`src/rtl/barcode_pkg.sv`:
```
// Shared definitions for the barcode width filter: the layout of the 32-bit
// word handed to the SPI sender and a helper that assembles it.
package barcode_pkg;

    localparam int COUNT_MSB = 31;
    localparam int COUNT_LSB = 24;
    localparam int LEVEL_BIT = 23;
    localparam int SAT_BIT   = 22;
    localparam int WIDTH_MSB = 15;
    localparam int WIDTH_LSB = 0;

    typedef struct packed {
        logic [7:0]  count;
        logic        level;
        logic        sat;
        logic [5:0]  rsvd;
        logic [15:0] width;
    } word_t;

    // Reserved bits [21:16] always read as zero.
    function automatic word_t make_word(input logic [7:0]  count,
                                        input logic        level,
                                        input logic        sat,
                                        input logic [15:0] width);
        logic [31:0] w;
        w = '0;
        w[COUNT_MSB:COUNT_LSB] = count;
        w[LEVEL_BIT]           = level;
        w[SAT_BIT]             = sat;
        w[WIDTH_MSB:WIDTH_LSB] = width;
        return word_t'(w);
    endfunction

endpackage

```
`src/rtl/barcode_width_filter_if.sv`:
```
// Link between the width filter and the SPI sender: chip enable from the MCU
// in, the frozen measurement word and its update strobe out.
interface barcode_width_filter_if;
    import barcode_pkg::*;

    logic  ce;
    word_t filtered;
    logic  new_word;

    modport master (input ce, output filtered, output new_word);
    modport slave  (output ce, input filtered, input new_word);

endinterface

```
`src/rtl/sync2.sv`:
```
// Two-flop synchronizer for a single asynchronous bit; RST_VAL selects the
// level both flops take during reset.
module sync2 #(
    parameter logic RST_VAL = 1'b0
) (
    input  logic clk,
    input  logic reset_n,
    input  logic d,
    output logic q
);

    logic meta;

    // NOTE: flop outputs are written with <= so every register samples the
    // pre-edge values; blocking '=' here would collapse the two stages into one.
    always_ff @(posedge clk or negedge reset_n) begin
        if (!reset_n) begin
            meta <= RST_VAL;
            q    <= RST_VAL;
        end else begin
            meta <= d;
            q    <= meta;
        end
    end

endmodule

```
`src/rtl/barcode_width_filter.sv`:
```
// Debounces the photodiode bit, measures bar/space widths, averages the last
// 2**WIN_LOG2 widths and hands a word to the SPI sender, frozen while ce is low.
module barcode_width_filter
    import barcode_pkg::*;
#(
    parameter int DEBOUNCE = 8,
    parameter int CNT_W    = 16,
    parameter int WIN_LOG2 = 2
) (
    input logic                    clk,
    input logic                    reset_n,
    input logic                    bar_in,
    barcode_width_filter_if.master link
);

    localparam int DEPTH = 1 << WIN_LOG2;
    localparam int SUM_W = CNT_W + WIN_LOG2;
    localparam int DB_W  = $clog2(DEBOUNCE + 1);
    localparam logic [CNT_W-1:0]  RUN_MAX   = '1;
    localparam logic [DB_W-1:0]   DB_LAST   = DB_W'(DEBOUNCE - 1);
    localparam logic [WIN_LOG2:0] FILL_FULL = (WIN_LOG2 + 1)'(DEPTH);

    logic bar_s;
    logic ce_s;

    sync2 #(.RST_VAL(1'b0)) u_bar_sync (.clk(clk), .reset_n(reset_n), .d(bar_in),  .q(bar_s));
    sync2 #(.RST_VAL(1'b1)) u_ce_sync  (.clk(clk), .reset_n(reset_n), .d(link.ce), .q(ce_s));

    logic             lvl;
    logic [DB_W-1:0]  db_cnt;
    logic             differs;
    logic             bar_edge;
    logic [CNT_W-1:0] run_cnt;
    logic             run_sat;
    logic             first_seen;
    logic             push;
    logic             push_d;
    logic [CNT_W-1:0] win [DEPTH];
    logic [SUM_W-1:0] sum;
    logic [WIN_LOG2:0] fill;
    logic [7:0]       bar_count;
    logic             last_level;
    logic             last_sat;
    logic [15:0]      avg;
    logic             stage_load;
    logic             transfer;
    logic             pending;
    word_t            stage_word;

    assign differs    = (bar_s != lvl);
    assign bar_edge   = differs && (db_cnt == DB_LAST);
    assign run_sat    = (run_cnt == RUN_MAX);
    // The run that is open when reset releases has no known start.
    assign push       = bar_edge && first_seen;
    assign avg        = 16'(sum >> WIN_LOG2);
    assign stage_load = push_d && (fill == FILL_FULL);
    assign transfer   = pending && ce_s;

    always_ff @(posedge clk or negedge reset_n) begin
        if (!reset_n) begin
            lvl        <= 1'b0;
            db_cnt     <= '0;
            run_cnt    <= '0;
            first_seen <= 1'b0;
        end else begin
            if (bar_edge) begin
                lvl    <= ~lvl;
                db_cnt <= '0;
            end else if (differs) begin
                db_cnt <= db_cnt + 1'b1;
            end else begin
                db_cnt <= '0;
            end

            if (bar_edge)      run_cnt <= CNT_W'(1);
            else if (!run_sat) run_cnt <= run_cnt + 1'b1;

            first_seen <= first_seen | bar_edge;
        end
    end

    // NOTE: the window entries are reset along with the sum because the
    // running sum subtracts the oldest entry even while the window is filling.
    always_ff @(posedge clk or negedge reset_n) begin
        if (!reset_n) begin
            for (int i = 0; i < DEPTH; i++) win[i] <= '0;
            sum        <= '0;
            fill       <= '0;
            bar_count  <= '0;
            last_level <= 1'b0;
            last_sat   <= 1'b0;
            push_d     <= 1'b0;
        end else begin
            push_d <= push;
            if (push) begin
                win[0] <= run_cnt;
                for (int i = 1; i < DEPTH; i++) win[i] <= win[i-1];
                sum        <= sum + SUM_W'(run_cnt) - SUM_W'(win[DEPTH-1]);
                bar_count  <= bar_count + 1'b1;
                last_level <= lvl;
                last_sat   <= run_sat;
                if (fill != FILL_FULL) fill <= fill + 1'b1;
            end
        end
    end

    // A load coinciding with a transfer keeps pending set for the newer word.
    always_ff @(posedge clk or negedge reset_n) begin
        if (!reset_n) begin
            stage_word    <= '0;
            pending       <= 1'b0;
            link.filtered <= '0;
            link.new_word <= 1'b0;
        end else begin
            link.new_word <= transfer;
            if (transfer) link.filtered <= stage_word;

            if (stage_load) begin
                stage_word <= make_word(bar_count, last_level, last_sat, avg);
                pending    <= 1'b1;
            end else if (transfer) begin
                pending <= 1'b0;
            end
        end
    end

endmodule

```
`src/flat_wrapper.sv`:
```
// flat-port wrapper written by rule: the top's interface ports become plain ports
module barcode_width_filter_flat import barcode_pkg::*;
#(
    parameter int DEBOUNCE = 8,
    parameter int CNT_W    = 16,
    parameter int WIN_LOG2 = 2
)
  (clk, reset_n, bar_in, link_ce, link_filtered, link_new_word);
  barcode_width_filter_if link_i ();
  input logic clk;
  input logic reset_n;
  input logic bar_in;
  input wire logic [$bits(link_i.ce)-1:0] link_ce;
  output wire logic [$bits(link_i.filtered)-1:0] link_filtered;
  output wire logic [$bits(link_i.new_word)-1:0] link_new_word;
  assign link_i.ce = link_ce;
  assign link_filtered = link_i.filtered;
  assign link_new_word = link_i.new_word;
  barcode_width_filter #(.DEBOUNCE(DEBOUNCE), .CNT_W(CNT_W), .WIN_LOG2(WIN_LOG2)) u_core (.clk(clk), .reset_n(reset_n), .bar_in(bar_in), .link(link_i));
endmodule
```
`config.mk`:
```
export PLATFORM = sky130hd
export DESIGN_NAME = barcode_width_filter_flat
export DESIGN_NICKNAME = d
export VERILOG_FILES = /design/src/rtl/barcode_pkg.sv /design/src/rtl/barcode_width_filter_if.sv /design/src/rtl/sync2.sv /design/src/rtl/barcode_width_filter.sv /design/src/flat_wrapper.sv
export SDC_FILE = /design/constraint.sdc
export NUM_CORES = 1
export LEC_CHECK = 0
export ABC_AREA = 1
export CAP_MARGIN = 20
export CORE_AREA = 2 2 140 142
export DETAILED_ROUTE_END_ITERATION = 12
export DIE_AREA = 0 0 142 144
export GPL_ROUTABILITY_DRIVEN = 0
export PLACE_DENSITY = 0.68
export SETUP_SLACK_MARGIN = 0.3
export SLEW_MARGIN = 20
export SYNTH_ARGS = -nofsm -noshare
export SYNTH_HDL_FRONTEND = slang
export SYNTH_SLANG_ARGS = --single-unit
```
`constraint.sdc`:
```
create_clock -name clk -period 3.03 [get_ports clk]
set_input_delay 0.606 -clock clk [delete_from_list [all_inputs] [get_ports clk]]
set_output_delay 0.606 -clock clk [all_outputs]
set_load 0.005 [all_outputs]
```
==> impl_results.md <==
* Outcome: finished clean
* Clock Skew at 7.19 ps
* Worst setup SP type: flip-flop
* Max Buffers Root-to-Sink at 2
* CTS Hold Bufs at 0
* Ranking of synthesized cells by area: dfrtp_1 (52%), nand2_1 (17%), inv_1 (5.0%), fa_1 (3.8%), o21ai_0 (3.6%)
* Worst IR Drop VDD at 372 uV
* Largest net degree at the start of global routing at 67
* Synth area leader: dfrtp_1
* Setup CP Type: flip-flop to flip-flop
* Die area at 20,400 um^2
* Pwr Density at 682 nW/um^2
* Placement Setup Slack at 465 ps
* Cts bufs inserted at 17
* Final net count at 1,055
* Resize count post-CTS at 0
* Setup repair bufs after CTS at 0
* GRT overflow at 0
* Root buf cell: clkbuf_16
* #FFs+latches synth at 176
* Initial Utilization at 0.439
* Setup ws final at 519 ps
* Total Neg Setup Slack at 0 ps
* Post-synthesis async set-or-reset flop share at 1.00
* Most frequent cell after synthesis: nand2_1
* Hold Path Class: primary input to asynchronous set/reset pin
* Syn avg cell area at 8.52 um^2
* Synth top cells by count: nand2_1 (388), dfrtp_1 (174), inv_1 (111)
* Fin crit period at 2510 ps
* WHS at 168 ps
* First-pass GRT wire length at 27.5 mm
* Fmax at 398 MHz
* Final WL at 15.7 mm
* Top_reg_cell synth: dfrtp_1
* CTS tree: done
* Final slew viol count at 0
* P&R area growth vs syn at 13.3%
* Leakage at 5.00 nW
* Final Hold Viols at 0
* Worst-skew pair later-pin latency at 420 ps
* Initial antenna violation count at 0
* Post-Layout Inst Area at 9480 um^2
* Final period util at 0.829
* Final Setup Violations at 0
* DRT Pass-1 Iters at 4
* Die height at 144 um
* Slew @ Worst Pin at 660 ps
* Seq/Total Area, Yosys at 0.527
* Vias in the first global route at 5,745
* Via density at 4.80
* DR iter-0 viols at 459
* # rows at 51
* Worst-path clk slew at 70 ps
* Drt wl/cell at 12.5 um
* PortBufs at 30
* Cell Area, Synth at 8370 um^2
* H-tree depth at 4
* ANT cells at 0
* Vias at 6,062
* CP max FO at 6
* Detailed placer's ending HPWL at 11.1 mm
* Core Region at 19,100 um^2
* I/O pin count at 37
* Antenna Nets Post-Route at 0
* RSZ-0062 raised after global routing: false
* Slew headroom at 0.560
* Critical Path RT at 3350 ps
* EDFF count, synth at 0
* Warnings from Yosys at 0
* Clock sink total at 176
* Gr usage total at 0.168
* Post-synth top area share at 0.520
* Max-cap violations at 0
* Critical path capture point type: flip-flop
* # fillers at 1,800
* DIE WIDTH at 142 um
* Gate Count Post-Synth at 982
* Library cells used by synthesis at 35
* Area after DPL at 8890 um^2
* Fraction of layout cells with a size suffix above 1 at 0.0546
* CP arrival at 2830 ps
* # DRC at 0
flip-flops by register name, summed over array words and instances (netlist names):
name                    flops
u_core.win                 64
u_core.run_cnt             16
u_core.last_level           1
u_core.last_sat             1
u_core.sum                 18
u_core.link.new_word        1
u_core.u_bar_sync.q         1
u_core.db_cnt               4
u_core.lvl                  1
u_core.fill                 3
u_core.pending              1
u_core.bar_count            8
u_core.u_bar_sync.meta      1
u_core.u_ce_sync.q          1
u_core.link.filtered       26
u_core.push_d               1
u_core.first_seen           1
u_core.stage_word          26
u_core.u_ce_sync.meta       1
per-layer routing:
metal | vias to the layer above | GRT usage | wire length [um]
met2 | 94 | 0.270 | 7380
met5 | - | 0 | 0
li1 | 3082 | - | -
met1 | 2861 | 0.227 | 7680
met3 | 25 | 0.0371 | 412
met4 | 0 | 0.0568 | 265
placed cells by master, fill, tap and decap left out, types with 9 or more instances in the layout:
| master | n |
|---|---|
| nor3_1 | 9 |
| dfrtp_1 | 174 |
| nand2_1 | 388 |
| o21ai_0 | 59 |
| fa_1 | 16 |
| a21oi_1 | 19 |
| ha_1 | 23 |
| xor2_1 | 15 |
| clkbuf_16 | 17 |
| nor2_1 | 40 |
| inv_1 | 111 |
| xnor2_1 | 9 |
| o21ai_1 | 13 |
| buf_4 | 10 |
| clkdlybuf4s50_1 | 29 |
| nand3_1 | 32 |
layout make-up:
type / count / area (um^2) / area share
well taps: 238 / 298 / 0.0314
clock buffers: 17 / 425 / 0.0449
clock inverters: 15 / 161 / 0.0170
repair buffers: 42 / 417 / 0.0440
flip-flops and latches: 176 / 4410 / 0.465
multi-input cells: 661 / 3340 / 0.352
inverters: 114 / 430 / 0.0454
worst paths after layout:
path | from | end | slack [ps] | cells after the start
worst max-delay path | u_core.run_cnt[0]$_DFFE_PN0P_ | u_core.sum[12]$_DFFE_PN0P_ | 520 | 14
worst min-delay path | reset_n | u_core.link.filtered[11]$_DFFE_PN0P_ | 170 | 1
worst max register to register | u_core.run_cnt[0]$_DFFE_PN0P_ | u_core.sum[12]$_DFFE_PN0P_ | 520 | 14
worst min register to register | u_core.u_bar_sync.meta$_DFF_PN0_ | u_core.u_bar_sync.q$_DFF_PN0_ | 350 | 0
max in group asynchronous | reset_n | u_core.u_ce_sync.meta$_DFF_PN1_ | 2000 | 2
min in group clk | u_core.u_bar_sync.meta$_DFF_PN0_ | u_core.u_bar_sync.q$_DFF_PN0_ | 350 | 0
cell families (layout without fill, tap and decap cells):
| group | after synthesis | after routing | synth area share |
|---|---|---|---|
| AOI/OAI and AO/OA | 96 | 96 | 0.0588 |
| adders and majority gates | 39 | 39 | 0.0727 |
| DFF | 176 | 176 | 0.527 |
| other | 1 | 6 | 0.000448 |
| xor gates and xnor gates | 24 | 24 | 0.0251 |
| buffers and inverters | 150 | 188 | 0.0770 |
| and+or+nand+nor | 496 | 496 | 0.239 |
power breakdown:
| part | switching [W] | internal (W) | leakage (nW) |
|---|---|---|---|
| Sequential | 0.0000714 | 0.00244 | 2.43 |
| Combinational | 0.00114 | 0.000654 | 2.28 |
| Clock | 0.000939 | 0.00123 | 0.287 |
| Total | 0.00215 | 0.00432 | 5.00 |
metrics by stage:
step	total power, W	utilization	instances
4_1_cts	0.00652	0.497	1263
2_1_floorplan	0.00394	-	987
3_3_place_gp	0.00431	0.466	1231
3_5_place_dp	0.00434	0.466	1231
6_report	0.00647	0.497	1263
5_1_grt	0.00692	0.497	1263
worst max-delay path, cell delays in order (launching register included):
cell and delay [ps]:
dfrtp_1 440, inv_1 120, ha_1 290, inv_1 60, ha_1 210, inv_1 70, fa_1 420, o21ai_1 260
nand2_1 90, nand2_1 120, nand2_1 80, nand2_1 70, nand2_1 50, nand3_1 70, nand2_1 50
(Power assumes the default switching activity.)
